**config.mk**
```make
export PLATFORM = sky130hd
export DESIGN_NAME = mem_access
export DESIGN_NICKNAME = d
export VERILOG_FILES = /design/src/rtl/mem_access_pkg.sv /design/src/rtl/mem_access_lsu_align.sv /design/src/rtl/mem_access.sv
export SDC_FILE = /design/constraint.sdc
export NUM_CORES = 1
export LEC_CHECK = 0
export BUFFER_PORTS_ARGS = -buffer_cell sky130_fd_sc_hd__buf_4
export CORE_MARGIN = 3
export CORE_UTILIZATION = 44
export CTS_CLUSTER_DIAMETER = 60
export DETAILED_ROUTE_END_ITERATION = 10
export GPL_TIMING_DRIVEN = 0
export PLACE_DENSITY = 0.77
export SYNTH_ARGS = -nofsm -noshare
export SYNTH_HDL_FRONTEND = slang
export SYNTH_SLANG_ARGS = --single-unit
```
**constraint.sdc**
```tcl
create_clock -name clk -period 1.55 [get_ports clk]
set_input_delay 0.0775 -clock clk [delete_from_list [all_inputs] [get_ports clk]]
set_output_delay 0.0775 -clock clk [all_outputs]
set_load 0.03 [all_outputs]
```
**src/rtl/mem_access_pkg.sv**
```systemverilog
// Shared types and encodings for the MEM-stage load/store unit.
// Covers FSM states, access-size decode and the funct3 zero-extend bit.
package mem_access_pkg;

  localparam int XLEN = 32;

  // funct3[2] selects zero-extension on loads (LBU/LHU)
  localparam int F3_UNSIGNED_BIT = 2;

  typedef enum logic [1:0] {
    ST_IDLE = 2'd0,
    ST_REQ  = 2'd1,
    ST_DONE = 2'd2
  } state_e;

  typedef enum logic [1:0] {
    SZ_BYTE = 2'b00,
    SZ_HALF = 2'b01,
    SZ_WORD = 2'b10
  } size_e;

  function automatic size_e access_size(input logic [1:0] f3_lo);
    case (f3_lo)
      2'b00:   return SZ_BYTE;
      2'b01:   return SZ_HALF;
      default: return SZ_WORD;
    endcase
  endfunction

endpackage

```
**src/rtl/mem_access_lsu_align.sv**
```systemverilog
// Combinational lane logic: store replication, byte enables, misalign
// detection for the incoming request, and extraction/extension of load data.
module mem_access_lsu_align
  import mem_access_pkg::*;
(
  input  logic [1:0]      st_size_i,
  input  logic [1:0]      st_off_i,
  input  logic [XLEN-1:0] sdata_i,
  input  logic [2:0]      ld_funct3_i,
  input  logic [1:0]      ld_off_i,
  input  logic [XLEN-1:0] rdata_i,
  output logic [XLEN-1:0] wdata_o,
  output logic [3:0]      be_o,
  output logic            misalign_o,
  output logic [XLEN-1:0] ldata_o
);

  logic [7:0]  ld_byte;
  logic [15:0] ld_half;
  logic        ld_sext;

  always_comb begin
    wdata_o    = sdata_i;
    be_o       = 4'b1111;
    misalign_o = 1'b0;
    unique case (access_size(st_size_i))
      SZ_BYTE: begin
        wdata_o = {4{sdata_i[7:0]}};
        be_o    = 4'b0001 << st_off_i;
      end
      SZ_HALF: begin
        wdata_o    = {2{sdata_i[15:0]}};
        be_o       = st_off_i[1] ? 4'b1100 : 4'b0011;
        misalign_o = st_off_i[0];
      end
      default: misalign_o = |st_off_i;
    endcase
  end

  assign ld_byte = rdata_i[{ld_off_i, 3'b000} +: 8];
  assign ld_half = rdata_i[{ld_off_i[1], 4'b0000} +: 16];
  assign ld_sext = ~ld_funct3_i[F3_UNSIGNED_BIT];

  always_comb begin
    ldata_o = rdata_i;
    unique case (access_size(ld_funct3_i[1:0]))
      SZ_BYTE: ldata_o = {{24{ld_sext & ld_byte[7]}}, ld_byte};
      SZ_HALF: ldata_o = {{16{ld_sext & ld_half[15]}}, ld_half};
      default: ldata_o = rdata_i;
    endcase
  end

endmodule

```
**src/rtl/mem_access.sv**
```systemverilog
// MEM-stage load/store unit: one single-beat valid/ack bus transaction per op,
// stalling the pipeline until the response (or a timeout) has been captured.
module mem_access
  import mem_access_pkg::*;
#(
  parameter int BITWIDTH = 32,
  parameter int TIMEOUT  = 16
) (
  input  logic                clk,
  input  logic                rst,
  input  logic                ren,
  input  logic                wen,
  input  logic [2:0]          funct3,
  input  logic [BITWIDTH-1:0] addr,
  input  logic [BITWIDTH-1:0] sData,
  output logic [BITWIDTH-1:0] lData,
  output logic                stall,
  output logic                misalign,
  output logic                busErr,
  output logic                dReq,
  output logic                dWe,
  output logic [BITWIDTH-1:0] dAddr,
  output logic [BITWIDTH-1:0] dWdata,
  output logic [3:0]          dBe,
  input  logic [BITWIDTH-1:0] dRdata,
  input  logic                dAck
);

  localparam int CNT_W = (TIMEOUT > 1) ? $clog2(TIMEOUT + 1) : 1;

  state_e              state_q, state_d;
  logic [CNT_W-1:0]    cnt_q, cnt_d, cnt_inc;
  logic                timeout_hit;
  logic [BITWIDTH-1:0] ldata_q, ldata_d;
  logic                dreq_q, dreq_d;
  logic                dwe_q, dwe_d;
  logic [BITWIDTH-1:0] daddr_q, daddr_d;
  logic [BITWIDTH-1:0] dwdata_q, dwdata_d;
  logic [3:0]          dbe_q, dbe_d;
  logic                buserr_q, buserr_d;
  logic [2:0]          ld_funct3_q, ld_funct3_d;
  logic [1:0]          ld_off_q, ld_off_d;
  logic                is_load_q, is_load_d;

  logic [BITWIDTH-1:0] al_wdata;
  logic [3:0]          al_be;
  logic                al_misalign;
  logic [BITWIDTH-1:0] al_ldata;

  // Load extraction uses the op captured at launch, since the request
  // inputs are only guaranteed stable while the pipeline is frozen.
  mem_access_lsu_align u_align (
    .st_size_i   (funct3[1:0]),
    .st_off_i    (addr[1:0]),
    .sdata_i     (sData),
    .ld_funct3_i (ld_funct3_q),
    .ld_off_i    (ld_off_q),
    .rdata_i     (dRdata),
    .wdata_o     (al_wdata),
    .be_o        (al_be),
    .misalign_o  (al_misalign),
    .ldata_o     (al_ldata)
  );

  assign cnt_inc     = cnt_q + CNT_W'(1);
  assign timeout_hit = (TIMEOUT != 0) && (cnt_inc == CNT_W'(TIMEOUT));

  // NOTE: every signal written in always_comb gets a default first, so no latch is inferred.
  always_comb begin
    state_d     = state_q;
    cnt_d       = cnt_q;
    ldata_d     = ldata_q;
    dreq_d      = dreq_q;
    dwe_d       = dwe_q;
    daddr_d     = daddr_q;
    dwdata_d    = dwdata_q;
    dbe_d       = dbe_q;
    buserr_d    = 1'b0;
    ld_funct3_d = ld_funct3_q;
    ld_off_d    = ld_off_q;
    is_load_d   = is_load_q;
    stall       = 1'b0;
    misalign    = 1'b0;

    unique case (state_q)
      ST_IDLE: begin
        if (ren || wen) begin
          if (al_misalign) begin
            misalign = 1'b1;
          end else begin
            stall       = 1'b1;
            state_d     = ST_REQ;
            cnt_d       = '0;
            dreq_d      = 1'b1;
            dwe_d       = wen;
            daddr_d     = {addr[BITWIDTH-1:2], 2'b00};
            dwdata_d    = al_wdata;
            dbe_d       = al_be;
            ld_funct3_d = funct3;
            ld_off_d    = addr[1:0];
            // a simultaneous store wins over the load
            is_load_d   = ~wen;
          end
        end
      end
      ST_REQ: begin
        stall = 1'b1;
        if (dAck) begin
          if (is_load_q) ldata_d = al_ldata;
          dreq_d  = 1'b0;
          state_d = ST_DONE;
        end else begin
          cnt_d = cnt_inc;
          if (timeout_hit) begin
            dreq_d   = 1'b0;
            buserr_d = 1'b1;
            ldata_d  = '0;
            state_d  = ST_DONE;
          end
        end
      end
      ST_DONE: state_d = ST_IDLE;
      default: state_d = ST_IDLE;
    endcase
  end

  // NOTE: sequential state uses non-blocking assignments so every register sees pre-edge values.
  always_ff @(posedge clk) begin
    if (rst) begin
      state_q     <= ST_IDLE;
      cnt_q       <= '0;
      ldata_q     <= '0;
      dreq_q      <= 1'b0;
      dwe_q       <= 1'b0;
      daddr_q     <= '0;
      dwdata_q    <= '0;
      dbe_q       <= '0;
      buserr_q    <= 1'b0;
      ld_funct3_q <= '0;
      ld_off_q    <= '0;
      is_load_q   <= 1'b0;
    end else begin
      state_q     <= state_d;
      cnt_q       <= cnt_d;
      ldata_q     <= ldata_d;
      dreq_q      <= dreq_d;
      dwe_q       <= dwe_d;
      daddr_q     <= daddr_d;
      dwdata_q    <= dwdata_d;
      dbe_q       <= dbe_d;
      buserr_q    <= buserr_d;
      ld_funct3_q <= ld_funct3_d;
      ld_off_q    <= ld_off_d;
      is_load_q   <= is_load_d;
    end
  end

  assign lData  = ldata_q;
  assign busErr = buserr_q;
  assign dReq   = dreq_q;
  assign dWe    = dwe_q;
  assign dAddr  = daddr_q;
  assign dWdata = dwdata_q;
  assign dBe    = dbe_q;

endmodule

```
==> impl_metrics.json <==
{
  "layout.core_utilization_pct": 83.9,
  "drt-total-wl_um": 23800,
  "ys_seq_area_share_pct": 44.9,
  "async_reset_ff_share_pct": 0,
  "totalPowerFinal_w": 0.00965,
  "cp.required_ns": 1.87,
  "chipHeight_um": 113,
  "critPathCapture": "dWdata[27]",
  "yosysUniqueCellTypes": 50,
  "port-buffer-count": 206,
  "final_critical_path_setup_slack_ns": -0.191,
  "worstRegToRegCells": 6,
  "power.net_switching_w": 0.00287,
  "timing.hold.worst.start": "dRdata[15]",
  "worst-slew-pin-transition_ns": 0.754,
  "gr-total-overflow": 0,
  "run_status": "finished with violations",
  "initial_utilization_pct": 45.9,
  "commonest_cells_after_routing_fill_and_taps_aside": "buf_4 (222), dfxtp_1 (107), nand2_1 (103)",
  "period_minus_slack_ns": 1.74,
  "final_common_cell": "buf_4",
  "diodes": 0,
  "max_cap_viol_count": 0,
  "detail_route.vias_per_cell": 6.00,
  "fp.coreArea_sq_um": 11100,
  "worstHoldPathType": "in2reg",
  "insertion_delay_ns": 0.42,
  "intPower_w": 0.00678,
  "reg_to_reg_end": "dWdata[27]",
  "crit_arrival_ns": 2.06,
  "dominantRegCellSynth": "dfxtp_1",
  "timing_max_transition_violations_final": 0,
  "timing.clock.skew_ns": 0.00914,
  "clk_transition_reported_paths_ns": 0.06,
  "number_of_fill_cells": 537,
  "drc_errors": 0,
  "drt_pass1_iterations": 8,
  "final_report_hold_violation_count": 0,
  "setup_viol": 61,
  "drt_iter0_drc": 577,
  "seqPwrFrac_pct": 33.7,
  "power_leakage_nw": 4.00,
  "synth.top_cells.by_area": "dfxtp_1 (45%), nand2_1 (9.3%), a21oi_1 (5.8%), mux2i_1 (4.5%), mux4_2 (3.1%)",
  "placement_row_count": 38,
  "worst-setup-path-type": "reg2reg",
  "kind_of_end_point_of_the_critical_path": "flip-flop",
  "achievable-frequency_mhz": 574,
  "clockBufferDepth": 2,
  "period_share_pct": 112,
  "r2r_start": "state_q[1]",
  "setup_repair_after_global_routing_missed_its_margin": "yes",
  "clock-sinks": 114,
  "start_kind": "flip-flop",
  "root_buffer": "clkbuf_16",
  "h-tree-depth": 4,
  "detailed_route_via_count": 6355,
  "fraction_of_final_layout_cells_with_drive_strength_greater_than_1_pct": 47.2,
  "i_o_pin_count": 209,
  "cts_tree": "done",
  "grt_pass1_wl_um": 31900,
  "fin_worst_hold_slack_ns": 0.0139,
  "ir_drop_v": 0.000707,
  "ys_seq_elements": 114,
  "failed_checks": "setup timing",
  "syn-instance-count": 570,
  "width_of_the_chip_um": 113,
  "cts-buffers-inserted": 17,
  "full_die_area_sq_um": 12900,
  "worst-path-max-fanout": 8,
  "regToRegSetupSlack_ns": -0.19,
  "grt_antenna_before_repair": 0,
  "mappedNetlistArea_sq_um": 5080,
  "tightest_slew_margin_relative_to_the_limit_pct": 49.7,
  "antenna_left": 0,
  "worstSetupStartpoint": "state_q[1]",
  "vias_in_the_first_global_route": 6246,
  "yosysWarningCount": 0,
  "power_density_nw_per_um2": 1040,
  "grt_start_max_net_pins": 17,
  "postSynthAreaPerCell_sq_um": 8.91,
  "drt-wirelength-per-cell_um": 22.5,
  "detailedPlacementHpwl_um": 12500,
  "grtUsageTotal_pct": 31.5,
  "power_frac_comb_pct": 25.2,
  "synth_enable_flop_cells": 0,
  "power_frac_clock_pct": 41.1,
  "place.gp.congestion": 0.856,
  "post_layout_nets": 1012,
  "switching_share_pct": 29.7,
  "post-synth-top-area-fraction_pct": 44.9,
  "synth.largest_area_cell": "dfxtp_1",
  "layout-area-overhead-vs-synth_pct": 82.9,
  "hold_path_depth": 3,
  "finalSetupTns_ns": -4.35
}
[area by class of cell]
type / instances / area, sq um / share of cell area, %
buffer: 45 / 378 / 4.07
clock buffer: 23 / 498 / 5.36
clock inverter: 9 / 101 / 1.09
inverter: 7 / 26.3 / 0.283
multi-input combinational: 403 / 3010 / 32.3
sequential: 114 / 2300 / 24.8
tap: 140 / 175 / 1.88
timing repair buffer: 319 / 2810 / 30.2
[worst max-delay path, stage by stage, from the launching register on]
cell      delay, ns
dfxtp_4        0.37
o21ba_4        0.24
and4b_4        0.33
buf_8          0.16
buf_6          0.12
o211ai_1       0.15
a21oi_1        0.26
[registers in the layout (all words and copies together) (netlist names)]
signal / flops
dWdata: 32
dWe: 1
cnt_q: 5
ld_funct3_q: 3
dReq: 1
lData: 32
dAddr: 30
is_load_q: 1
ld_off_q: 2
busErr: 1
state_q: 2
dBe: 4
[synth_stat cells (all sizes together) (2+ instances only)]
| cell type | number |
|---|---|
| clkbuf | 18 |
| nand2 | 126 |
| o2bb2ai | 24 |
| a21o | 2 |
| a311oi | 13 |
| mux2i | 23 |
| a22oi | 2 |
| nor2b | 2 |
| a32o | 9 |
| o21ai | 17 |
| a31oi | 3 |
| a21oi | 59 |
| dfxtp | 114 |
| nor3 | 4 |
| and2 | 2 |
| buf | 29 |
| a211oi | 10 |
| mux4 | 7 |
| nor2 | 41 |
| nand4b | 2 |
| inv | 6 |
| nand3 | 2 |
| mux2 | 9 |
| o211a | 2 |
| nand2b | 13 |
| o211ai | 16 |
[power groups by stage]
stage               clock, W  combinational [W]  sequential (W)
finish               0.00396            0.00243         0.00325
global route         0.00411            0.00253         0.00326
CTS                  0.00398            0.00196         0.00321
detailed placement         0            0.00167         0.00327
global placement           0            0.00164         0.00326
floorplan                  0           0.000689         0.00355
[kinds of logic after synthesis]
logic type	share of synthesized area [%]
other cells	0.0738
compound gates	23.3
flops	44.9
buf+inv	5.17
fa+ha+maj	0.246
simple gates	16.5
mux	9.70
[stage by stage]
step	area [sq um]	cells	setup WS (ns)
after floorplan	5110	571	-0.0515
after global routing	9300	1060	-0.189
after global placement	6830	917	-0.209
after detailed placement	6830	917	-0.205
final	9300	1060	-0.191
after CTS	8570	1047	-0.110
[repair_timing]
item	CTS	global route
buffers inserted	12	8
gates cloned	5	8
gates resized for setup	50	157
hold buffers	82	0
endpoints found under the hold margin	84	0
pin swaps	6	51
endpoints found under the setup margin	106	110
[worst min path at each step]
stage,endpoint,slack (ns)
finish,lData[15],0.01
floorplan,ld_off_q[1],0.21
global placement,dAddr[30],0.32
detailed placement,dAddr[14],0.34
CTS,dWdata[26],0.008
global route,lData[15],0.02
[routing by layer]
metal / part of all wire, % / track usage (%) / vias up
li1: - / - / 2709
met1: 35 / 34.3 / 3007
met2: 50 / 56.2 / 507
met3: 9.8 / 9.39 / 132
met4: 5.6 / 14.6 / 0
met5: 0 / 0 / -
Note: power is estimated with default switching activity, not from simulation.
